==> src/rtl/scroll_scheduler.sv <==
// Frame-synchronous scroll controller: advances grass phase and cloud offset only at
// frame start, sequenced by game state (idle / running / dead) and a programmable speed.
module scroll_scheduler #(
    parameter int GRASS_PERIOD = 16,
    parameter int CLOUD_WIDTH  = 640,
    parameter int CLOUD_DIV    = 4
) (
    input  logic       clk,
    input  logic       rst_n,
    input  logic       frame_start,
    input  logic       status_run,
    input  logic       status_dead,
    input  logic       restart,
    input  logic [3:0] speed,
    output logic [4:0] grass_pos,
    output logic [9:0] cloud_pos,
    output logic       step_strobe,
    output logic [1:0] scroll_state
);

    typedef enum logic [1:0] {
        IDLE = 2'b00,
        RUN  = 2'b01,
        STOP = 2'b10
    } state_t;

    localparam logic [4:0] GRASS_LAST = 5'(GRASS_PERIOD - 1);
    localparam logic [9:0] CLOUD_LAST = 10'(CLOUD_WIDTH - 1);
    localparam logic [7:0] DIV_LAST   = 8'(CLOUD_DIV - 1);

    state_t     state, state_nx;
    logic [3:0] frame_cnt, frame_cnt_nx;
    logic [7:0] div_cnt, div_nx;
    logic [4:0] grass_nx;
    logic [9:0] cloud_nx;
    logic       step;

    always_comb begin
        state_nx     = state;
        frame_cnt_nx = frame_cnt;
        div_nx       = div_cnt;
        grass_nx     = grass_pos;
        cloud_nx     = cloud_pos;
        step         = 1'b0;

        if (restart) begin
            state_nx     = IDLE;
            frame_cnt_nx = 4'd0;
            div_nx       = 8'd0;
            grass_nx     = 5'd0;
            cloud_nx     = 10'd0;
        end else begin
            case (state)
                IDLE: begin
                    frame_cnt_nx = 4'd0;
                    div_nx       = 8'd0;
                    grass_nx     = 5'd0;
                    cloud_nx     = 10'd0;
                    if (frame_start && status_run && !status_dead)
                        state_nx = RUN;
                end
                RUN: begin
                    // Death wins over a due step, even on a frame_start cycle.
                    if (status_dead) begin
                        state_nx = STOP;
                    end else if (!status_run) begin
                        state_nx     = IDLE;
                        frame_cnt_nx = 4'd0;
                        div_nx       = 8'd0;
                        grass_nx     = 5'd0;
                        cloud_nx     = 10'd0;
                    end else if (frame_start) begin
                        // speed is taken at frame_start, so a mid-frame change counts now.
                        if (frame_cnt >= speed) begin
                            step         = 1'b1;
                            frame_cnt_nx = 4'd0;
                        end else begin
                            frame_cnt_nx = frame_cnt + 4'd1;
                        end
                    end
                end
                STOP: begin
                end
                default: state_nx = IDLE;
            endcase
        end

        if (step) begin
            grass_nx = (grass_pos == GRASS_LAST) ? 5'd0 : grass_pos + 5'd1;
            if (div_cnt == DIV_LAST) begin
                div_nx   = 8'd0;
                cloud_nx = (cloud_pos == CLOUD_LAST) ? 10'd0 : cloud_pos + 10'd1;
            end else begin
                div_nx = div_cnt + 8'd1;
            end
        end
    end

    always_ff @(posedge clk) begin
        if (!rst_n) begin
            state       <= IDLE;
            frame_cnt   <= 4'd0;
            div_cnt     <= 8'd0;
            grass_pos   <= 5'd0;
            cloud_pos   <= 10'd0;
            step_strobe <= 1'b0;
        end else begin
            state       <= state_nx;
            frame_cnt   <= frame_cnt_nx;
            div_cnt     <= div_nx;
            grass_pos   <= grass_nx;
            cloud_pos   <= cloud_nx;
            step_strobe <= step;
        end
    end

    assign scroll_state = state;

endmodule

==> config.mk <==
export PLATFORM = sky130hd
export DESIGN_NAME = scroll_scheduler
export DESIGN_NICKNAME = d
export VERILOG_FILES = /design/src/rtl/scroll_scheduler.sv
export SDC_FILE = /design/constraint.sdc
export NUM_CORES = 1
export LEC_CHECK = 0
export CAP_MARGIN = 30
export CORE_MARGIN = 5
export CORE_UTILIZATION = 57
export DETAILED_ROUTE_END_ITERATION = 10
export MAX_ROUTING_LAYER = met4
export PLACE_DENSITY_LB_ADDON = 0.08
export SYNTH_ARGS = -nofsm -noshare
export SYNTH_HDL_FRONTEND = slang
export SYNTH_SLANG_ARGS = --single-unit
==> constraint.sdc <==
create_clock -name clk -period 6.4 [get_ports clk]
set_clock_uncertainty 0.05 [all_clocks]
set_input_delay 0.64 -clock clk [delete_from_list [all_inputs] [get_ports clk]]
set_output_delay 0.64 -clock clk [all_outputs]
set_load 0.05 [all_outputs]
* Word-level counts from Yosys, hierarchy flattened *
Cells that the tools add are included.

storage, ports and cells
  register bits after elaboration = 30
  input port bits = 10
  output and inout bits = 18
  logic and storage cells = 68

cells by class
  add/subtract/negate cells = 4
  $lt $le $gt $ge = 1
  equality and inequality tests = 11
  muxes and demuxes = 34
  bitwise operators = 2
  reductions and logical operators = 10

operators by type and width
  cell                                                 count
  2-to-1 mux 10 bit                                    6
  2-to-1 mux 8 bit                                     5
  2-to-1 mux 5 bit                                     5
  case mux 10 bit (2 select lines)                     1
  2-to-1 mux 4 bit                                     4
  case mux 8 bit (2 select lines)                      1
  adder 10 x 1 -> 10 bit, second input constant        1
  equality test 10 bit, second input constant          1
  case mux 5 bit (2 select lines)                      1
  AND reduction 3 bit                                  3
  adder 8 x 1 -> 8 bit, second input constant          1
  equality test 8 x 2 -> 1 bit, second input constant  1
  != test 4 bit, second input constant                 2
  case mux 4 bit (2 select lines)                      1
  2-to-1 mux 1 bit                                     6
  2-to-1 mux 2 bit                                     3
  != test 3 bit, second input constant                 2
  case mux 2 bit (3 select lines)                      1
  adder 5 x 1 -> 5 bit, second input constant          1
  equality test 5 x 4 -> 1 bit, second input constant  1
  adder 4 x 1 -> 4 bit, second input constant          1
  >= comparator 4 bit                                  1
  != test 2 bit, second input constant                 2
  nonzero test 4 bit                                   1
  other kinds (8)                                      10

* Depth between registers and ports, before layout *
Gate-level depths: netlist (run 1).

  depth in word-level cells = 9
  gate-level depth with buffers = 8
  gate-level depth less buffers = 7

* Least setup slack after synthesis (run 1) *
Ideal clock, no wire load.

  path type = input to register
  start point = input speed[0]
  end point = register frame_cnt[3]
  setup time = 0.084 ns
  data arrival time = 2.301 ns
  data required time = 6.266 ns
  setup slack = 3.965 ns
  stages on the path = 6
  path buffers = 0
  path through = ha_1 > nand2b_4 > a2111oi_4 > nor2_2 > or3_1 > o31ai_2

on the way
  longest elaborated chain between the ends = 6

ends and longest elaborated chain
  item                             RTL line  source
  start, declared                  14        input logic [3:0] speed,
  >= comparator 4 bit              74        if (frame_cnt >= speed) begin
  2-to-1 mux 4 bit                 74
  2-to-1 mux 4 bit                 72        end else if (frame_start) begin
  2-to-1 mux 4 bit                 66        end else if (!status_run) begin
  2-to-1 mux 4 bit                 64        if (status_dead) begin
  case mux 4 bit (2 select lines)  53        case (state)
  end signal, assigned             109       frame_cnt <= frame_cnt_nx;
  end, declared                    32        logic [3:0] frame_cnt, frame_cnt_nx;

No other way between the ends. The select of a mux whose other input is x is not followed.
A chain may end at the register's enable or synchronous reset.

* Worst setup path after layout (run 1) *
  start point = input speed[0]
  end point = register div_cnt[5]

on the way
  longest elaborated chain between the ends = 9
  elaborated cells between the ends (all ways) = 12
  classes of those cells = 1 x order compare; 2 x eq/ne; 7 x mux; 2 x reduce/logical

ends and longest elaborated chain
  item                                                                         RTL line  source
  >= comparator 4 bit *                                                        74
  2-to-1 mux 1 bit *                                                           74
  2-to-1 mux 1 bit *                                                           72
  2-to-1 mux 1 bit *                                                           66
  2-to-1 mux 1 bit *                                                           64
  2-to-1 mux 1 bit *                                                           53
  2-to-1 mux 1 bit *                                                           46        if (restart) begin
  != test 4 bit (no source line) / nonzero test 4 bit (equally long branches)  -
  AND reduction 3 bit (no source line)                                         -
  end signal, assigned                                                         110       div_cnt <= div_nx;
  end, declared                                                                33        logic [7:0] div_cnt, div_nx;

Mark *: on every way between the ends. The rest lies on a longest branch, timed or not.

==> results of run 1 <==
## power groups by stage
stage	logic (uW)	registers, uW	clock network [uW]
finish	20.0	187	120
global route	21.3	187	135
CTS	19.8	187	123
detailed placement	19.7	191	0
global placement	19.1	191	0
floorplan	9.69	192	0
## metrics by stage
stage	std cells	power, uW	worst slack [ns]
after CTS	273	329.5	3.658
after floorplan	208	201.4	3.965
after detailed placement	265	210.9	3.305
after global placement	265	210.4	3.394
final	273	327.1	3.645
after global routing	273	343.2	3.553
## critical path, stage by stage
cell and delay [ns]:
clkdlybuf4s50_1 0.40, ha_1 0.29, nand2b_4 0.15, a2111oi_4 0.61, or3_1 0.45, nand3_1 0.19
o221ai_1 0.24
## sequential cells by signal, indices dropped and copies added (netlist names)
signal,flops
step_strobe,1
grass_pos,5
scroll_state,2
frame_cnt,4
cloud_pos,10
div_cnt,8
## worst paths after layout
kind / slack, ns / cells past startpoint / endpoint
setup / recovery: 3.64 / 7 / div_cnt[5]
hold / removal: 0.41 / 2 / grass_pos[4]
setup reg to reg: 3.87 / 7 / div_cnt[5]
hold reg to reg: 0.41 / 2 / grass_pos[4]
## routing by layer
layer	track usage [%]	part of all wire, %	vias to the layer above
met1	26.27	45	779
met3	6.667	5.4	12
met2	34.39	48	46
met5	-	0	-
met4	8.290	1.8	0
li1	-	-	838
## layout make-up
cell class / instances / area share (%)
clock buffers: 7 / 2.621
clock inverters: 1 / 0.2382
inverters: 11 / 1.965
multi-input cells: 164 / 51.76
flip-flops and latches: 30 / 28.59
well taps: 33 / 1.965
repair buffers: 27 / 12.86
## kinds of logic after synthesis
group | after synthesis | share of synthesized area (%)
simple gates | 103 | 34.75
xor+xnor | 4 | 2.010
fa+ha+maj | 8 | 5.743
flops | 30 | 34.46
mux | 2 | 1.149
compound gates | 47 | 18.74
buf+inv | 14 | 3.158
## cells in the final DEF, fill, tap and decap left out, types with 4 or more instances in the layout
cell / instances
dfxtp_1: 30
nand3_1: 27
clkdlybuf4s50_1: 27
nand2_1: 14
nor2_1: 13
a21oi_1: 12
inv_1: 11
ha_1: 8
a21o_1: 7
o21ai_1: 7
or3_1: 5
clkbuf_4: 5
nor3_1: 4
nand4_1: 4
and3_1: 4
nor4_1: 4
xnor2_1: 4
==> summary.md, run 1 <==
| Metric | Value |
|---|---|
| Post-synth top area share | `34.46%` |
| Diode count | `0` |
| Least-Margin Pin Slew | `slightly below 0.9 ns` |
| Worst-path clk slew | `roughly 0.1 ns` |
| Final Util | `69.96%` |
| Leakage power | `roughly 0.00076 uW` |
| Mean Syn Cell Area | `8.379 um^2` |
| Die Area | `4263 um^2` |
| Part of the power in registers | `between 50% and 60%` |
| Worst hold margin | `~0.41 ns` |
| Rel. slew slack | `40.46%` |
| Synth Register Bits | `30` |
| Vias in the first global route | `around 1600` |
| Most common cell in the synthesized netlist | `dfxtp_1` |
| Seq. cell area | `roughly 600 um^2` |
| Logic pwr share | `under 10%` |
| Fmax | `0.3629 GHz` |
| Placer Congestion | `between 0.8 and 0.9` |
| Post-route setup TNS | `0 ns` |
| Fillers | `between 200 and 250` |
| Final Hold Vio Count | `0` |
| HPWL after DPL | `roughly 3.1 mm` |
| Port bufs | `27` |
| Vias per inst | `between 6 and 7` |
| Critical Path AT | `between 2 and 3 ns` |
| CTS Buf Count | `5` |
| CTS resizes | `0` |
| Post-synth EDFFs | `0` |
| Net load switching power | `77.57 uW` |
| Async SR Flop Fraction | `0%` |
| Synth cell types | `52` |
| Status | `complete, no violations` |
| WP data required | `between 6 and 7 ns` |
| Post-synth top area cell | `dfxtp_1` |
| Critical Path Source | `speed[0]` |
| Largest net degree at the start of global routing | `13` |
| Worst min path class | `flip-flop to flip-flop` |
| Max cap viols | `0` |
| Crit. End Element | `flip-flop` |
| Initial Utilization | `roughly three fifths` |
| Die H | `about 65 um` |
| Area contributors post-synth | `dfxtp_1, nand3_1, ha_1, a21oi_1, a21o_1` |
| Area of the multi-input gates | `around 1100 um^2` |
| Int Power | `249.5 uW` |
| DR iter-0 viols | `about 150` |
| Worst-Skew Late Latency | `approximately 0.34 ns` |
| I/O pin count | `28` |
| Via count | `between 1500 and 2000` |
| Drt first pass iters | `5` |
| Top FF cell, synth | `dfxtp_1` |
| First-pass GRT wire length | `7.182 mm` |
| Register area share after synthesis | `34.46%` |
| Worst IR Drop VDD | `~0.12 mV` |
| Post-Syn Instances | `roughly 210` |
| DP Area | `2041 um^2` |
| Share of layout cells above drive strength 1 | `7.917%` |
| Netlist Area Pre-Place | `1743 um^2` |
| TritonCTS clock tree | `built` |
| Clock sink count | `30` |
| Clock Root Buffer | `clkbuf_4` |
| Min-delay src | `grass_pos[4]` |
| Switching Fraction | `between 20% and 30%` |
| Final period util | `43.05%` |
| RSZ-0062 raised after global routing | `false` |
| H-tree levels | `2` |
| DRC | `0` |
| Synth cell count leaders | `dfxtp_1, nand3_1, nand2_1` |
| Drt total wl | `~4.2 mm` |
| Cell Rows | `20` |
| Launch point of the worst reg-to-reg path | `frame_cnt[0]` |
| Number of buffers added for setup after CTS | `0` |
| PwrDens | `155.7 nW/um^2` |
| Finished Cell Area | `2101 um^2` |
| Layout net count | `between 200 and 300` |
| Synth-to-Final Area Change | `20.53%` |
| Total GRT Usage | `~22%` |
| GRT overflow | `0` |
| Setup violators final | `0` |
| Drt wl/cell | `approximately 15 um` |
| Hold buffer count at cts | `0` |
| CP Launch Type | `input pin` |
| CORE AREA | `between 3000 and 4000 um^2` |
| Max-slew violations | `0` |
| CTS Buffer Depth | `2` |
| Tmin final | `between 2 and 3 ns` |
| Chip width | `about 65 um` |
| Clock power frac | `between 30% and 40%` |
| Syn Nets | `~230` |
| Antenna violations before repair | `0` |
| CP max FO | `12` |
| Post-DRT Antenna Nets | `0` |
| Kind of critical path | `input pin to flip-flop` |
| Synth warnings | `0` |
Power figures use the tool's default switching activity.
==> run 2, diff against run 1 <==
Settings changed: CORE_UTILIZATION 57 to 53.
Clock period 6.4 ns to 2.61 ns, I/O delays scaled along.
==> summary.md, run 2 (synthesized netlist as in run 1, its figures left out) <==
| Metric | Value |
|---|---|
| Status | `complete, no violations (unchanged)` |
| Post-DRT Antenna Nets | `0 (unchanged)` |
| Most common cell after layout, fill and taps aside | `dfxtp_1 (unchanged)` |
| Final Util | `70.04% (was 69.96%)` |
| CTS Buffer Depth | `2 (unchanged)` |
| Crit. End Element | `flip-flop (unchanged)` |
| Leakage power | `0.0008009 uW (was 0.0007620 uW)` |
| Worst Setup Slack, final | `0.2055 ns (was 3.645 ns)` |
| Min-delay src | `grass_pos[4] (unchanged)` |
| Setup WS pre-CTS | `0.01683 ns (was 3.305 ns)` |
| Largest stage delay on the critical path | `0.57 ns (was 0.61 ns)` |
| Critical Path Source | `frame_cnt[0] (was speed[0])` |
| Fillers | `276 (was 241)` |
| First-pass GRT wire length | `7.279 mm (was 7.182 mm)` |
| Max cap viols | `0 (unchanged)` |
| Registers with the most flip-flops | `cloud_pos: 10 flops, div_cnt: 8 flops, grass_pos: 5 flops (unchanged)` |
| Post-route setup TNS | `0 ns (unchanged)` |
| Share of layout cells above drive strength 1 | `10.93% (was 7.917%)` |
| CP delay by family, top | `simple AND/OR/NAND/NOR gates (was compound AO/OA/AOI/OAI gates)` |
| Chip width | `67.35 um (was 65.30 um)` |
| Via count | `1736 (was 1675)` |
| Diode count | `0 (unchanged)` |
| DRC | `0 (unchanged)` |
| Cell Rows | `20 (unchanged)` |
| Vias per inst | `5.966 (was 6.136)` |
| Die Area | `4535 um^2 (was 4263 um^2)` |
| Drt total wl | `4.251 mm (was 4.155 mm)` |
| Number of buffers added for setup after CTS | `0 (unchanged)` |
| Slowest CP cell | `or3_1 (was a2111oi_4)` |
| GRT overflow | `0 (unchanged)` |
| Worst-Skew Late Latency | `0.33 ns (was 0.34 ns)` |
| DR iter-0 viols | `66 (was 146)` |
| Register bank with the most flops | `cloud_pos (unchanged)` |
| Clock Root Buffer | `clkbuf_4 (unchanged)` |
| PwrDens | `364.8 nW/um^2 (was 155.7 nW/um^2)` |
| DP Area | `2122 um^2 (was 2041 um^2)` |
| Initial Utilization | `56.17% (was 58.04%)` |
| Placer Congestion | `0.8771 (was 0.8205)` |
| Critical Path AT | `2.62 ns (was 2.97 ns)` |
| I/O pin count | `28 (unchanged)` |
| Largest net degree at the start of global routing | `13 (unchanged)` |
| HPWL after DPL | `3.274 mm (was 3.143 mm)` |
| RSZ-0062 raised after global routing | `false (unchanged)` |
| Finished Cell Area | `2173 um^2 (was 2101 um^2)` |
| Vias in the first global route | `1657 (was 1613)` |
| Die H | `67.35 um (was 65.30 um)` |
| Drt first pass iters | `4 (was 5)` |
| Max-slew violations | `0 (unchanged)` |
| Synth-to-Final Area Change | `24.69% (was 20.53%)` |
| Most frequent cells in the layout | `dfxtp_1, nand3_1, clkdlybuf4s50_1, nand2_1, nor2_1 (unchanged)` |
| Cells after DPL | `285 (was 265)` |
| Total GRT Usage | `21.44% (was 21.85%)` |
| Layout net count | `266 (was 257)` |
| Worst min path class | `flip-flop to flip-flop (unchanged)` |
| CTS Buf Count | `5 (unchanged)` |
| CP cell instances | `inv_1, ha_1, nand2b_4, a2111oi_4, buf_4, or3_1, a211oi_1, mux2i_1 (was clkdlybuf4s50_1, ha_1, nand2b_4, a2111oi_4, or3_1, nand3_1, o221ai_1)` |
| Worst IR Drop VDD | `0.2289 mV (was 0.1187 mV)` |
| Launch point of the worst reg-to-reg path | `frame_cnt[0] (unchanged)` |
| Worst-path clk slew | `0.09 ns (was 0.10 ns)` |
| Max reg flops | `10 (unchanged)` |
| WP data required | `2.83 ns (was 6.61 ns)` |
| Setup violators final | `0 (unchanged)` |
| Drt wl/cell | `14.61 um (was 15.22 um)` |
| CP Launch Type | `flip-flop (was input pin)` |
| Least-Margin Pin Slew | `0.6690 ns (was 0.8930 ns)` |
| Hold buffer count at cts | `0 (unchanged)` |
| CP max FO | `12 (unchanged)` |
| Final period util | `slightly above 90%` |
| Fmax | `0.4159 GHz` |
| Worst path buffer plus inverter count | `2 (was 1)` |
| CORE AREA | `3103 um^2 (was 3003 um^2)` |
| H-tree levels | `2 (unchanged)` |
| Tmin final | `2.405 ns` |
| Rel. slew slack | `54.99% (was 40.46%)` |
| Antenna violations before repair | `0 (unchanged)` |
| Final Non-Filler Cells | `291 (was 273)` |
| Clock sink count | `30 (unchanged)` |
| CTS resizes | `0 (unchanged)` |
| Kind of critical path | `flip-flop to flip-flop (was input pin to flip-flop)` |
| Port bufs | `27 (unchanged)` |
| Final Hold Vio Count | `0 (unchanged)` |
| TritonCTS clock tree | `built (unchanged)` |
-- run 2: cell types whose count changed in the layout (fill, tap and decap cells not counted) --
cell	change
clkbuf_1	-1
buf_4	+9
clkinv_2	-1
-- run 2: layer usage --
| layer | vias to the layer above | part of all wire [%] | routed length (um) | global-route usage [%] |
|---|---|---|---|---|
| met2 | 56 | 47 | 2014 | 35.09 |
| met1 | 818 | 44 | 1888 | 25.73 |
| met4 | 0 | 2.0 | 86 | 8.608 |
| met5 | - | 0 | 0 | - |
| li1 | 850 | - | - | - |
| met3 | 12 | 6.1 | 261 | 4.326 |
-- run 2: power by group --
part	internal, uW	switching [uW]	total (uW)
logic	28.9	26.1	54.9
registers	458	0.603	458
clock network	121	159	280
-- run 2: through the flow --
| stage | hold slack (ns) | power, uW |
|---|---|---|
| after global routing | 0.4330 | 821.9 |
| after detailed placement | 0.3985 | 523.4 |
| after global placement | 0.3973 | 522.5 |
| final | 0.4093 | 792.9 |
| after CTS | 0.4110 | 796.5 |
| after floorplan | 0.2871 | 493.8 |
-- run 2: worst min-delay path, stage by stage, from the launching register on --
cell,delay [ns]
dfxtp_1,0.33
nand2_1,0.06
nor2_1,0.03
-- run 2: cell type report --
type / instances / area [um^2] / area share (%)
Inverter: 11 / 41.29 / 1.900
Clock buffer: 6 / 51.30 / 2.360
Sequential cell: 30 / 600.6 / 27.63
Timing Repair Buffer: 36 / 337.8 / 15.54
Tap cell: 44 / 55.05 / 2.533
Multi-Input combinational cell: 164 / 1087 / 50.03
-- run 2: worst paths after layout --
path,end,slack [ns],depth (start not counted)
max,div_cnt[6],0.21,8
min,grass_pos[4],0.41,2
max reg2reg,div_cnt[6],0.21,8
min reg2reg,grass_pos[4],0.41,2
==> run 3, diff against run 2 <==
Settings changed: SLEW_MARGIN set to 20.
==> results of run 3 <==
Same layout as run 2: the final DEF is identical, and so are final timing and power.
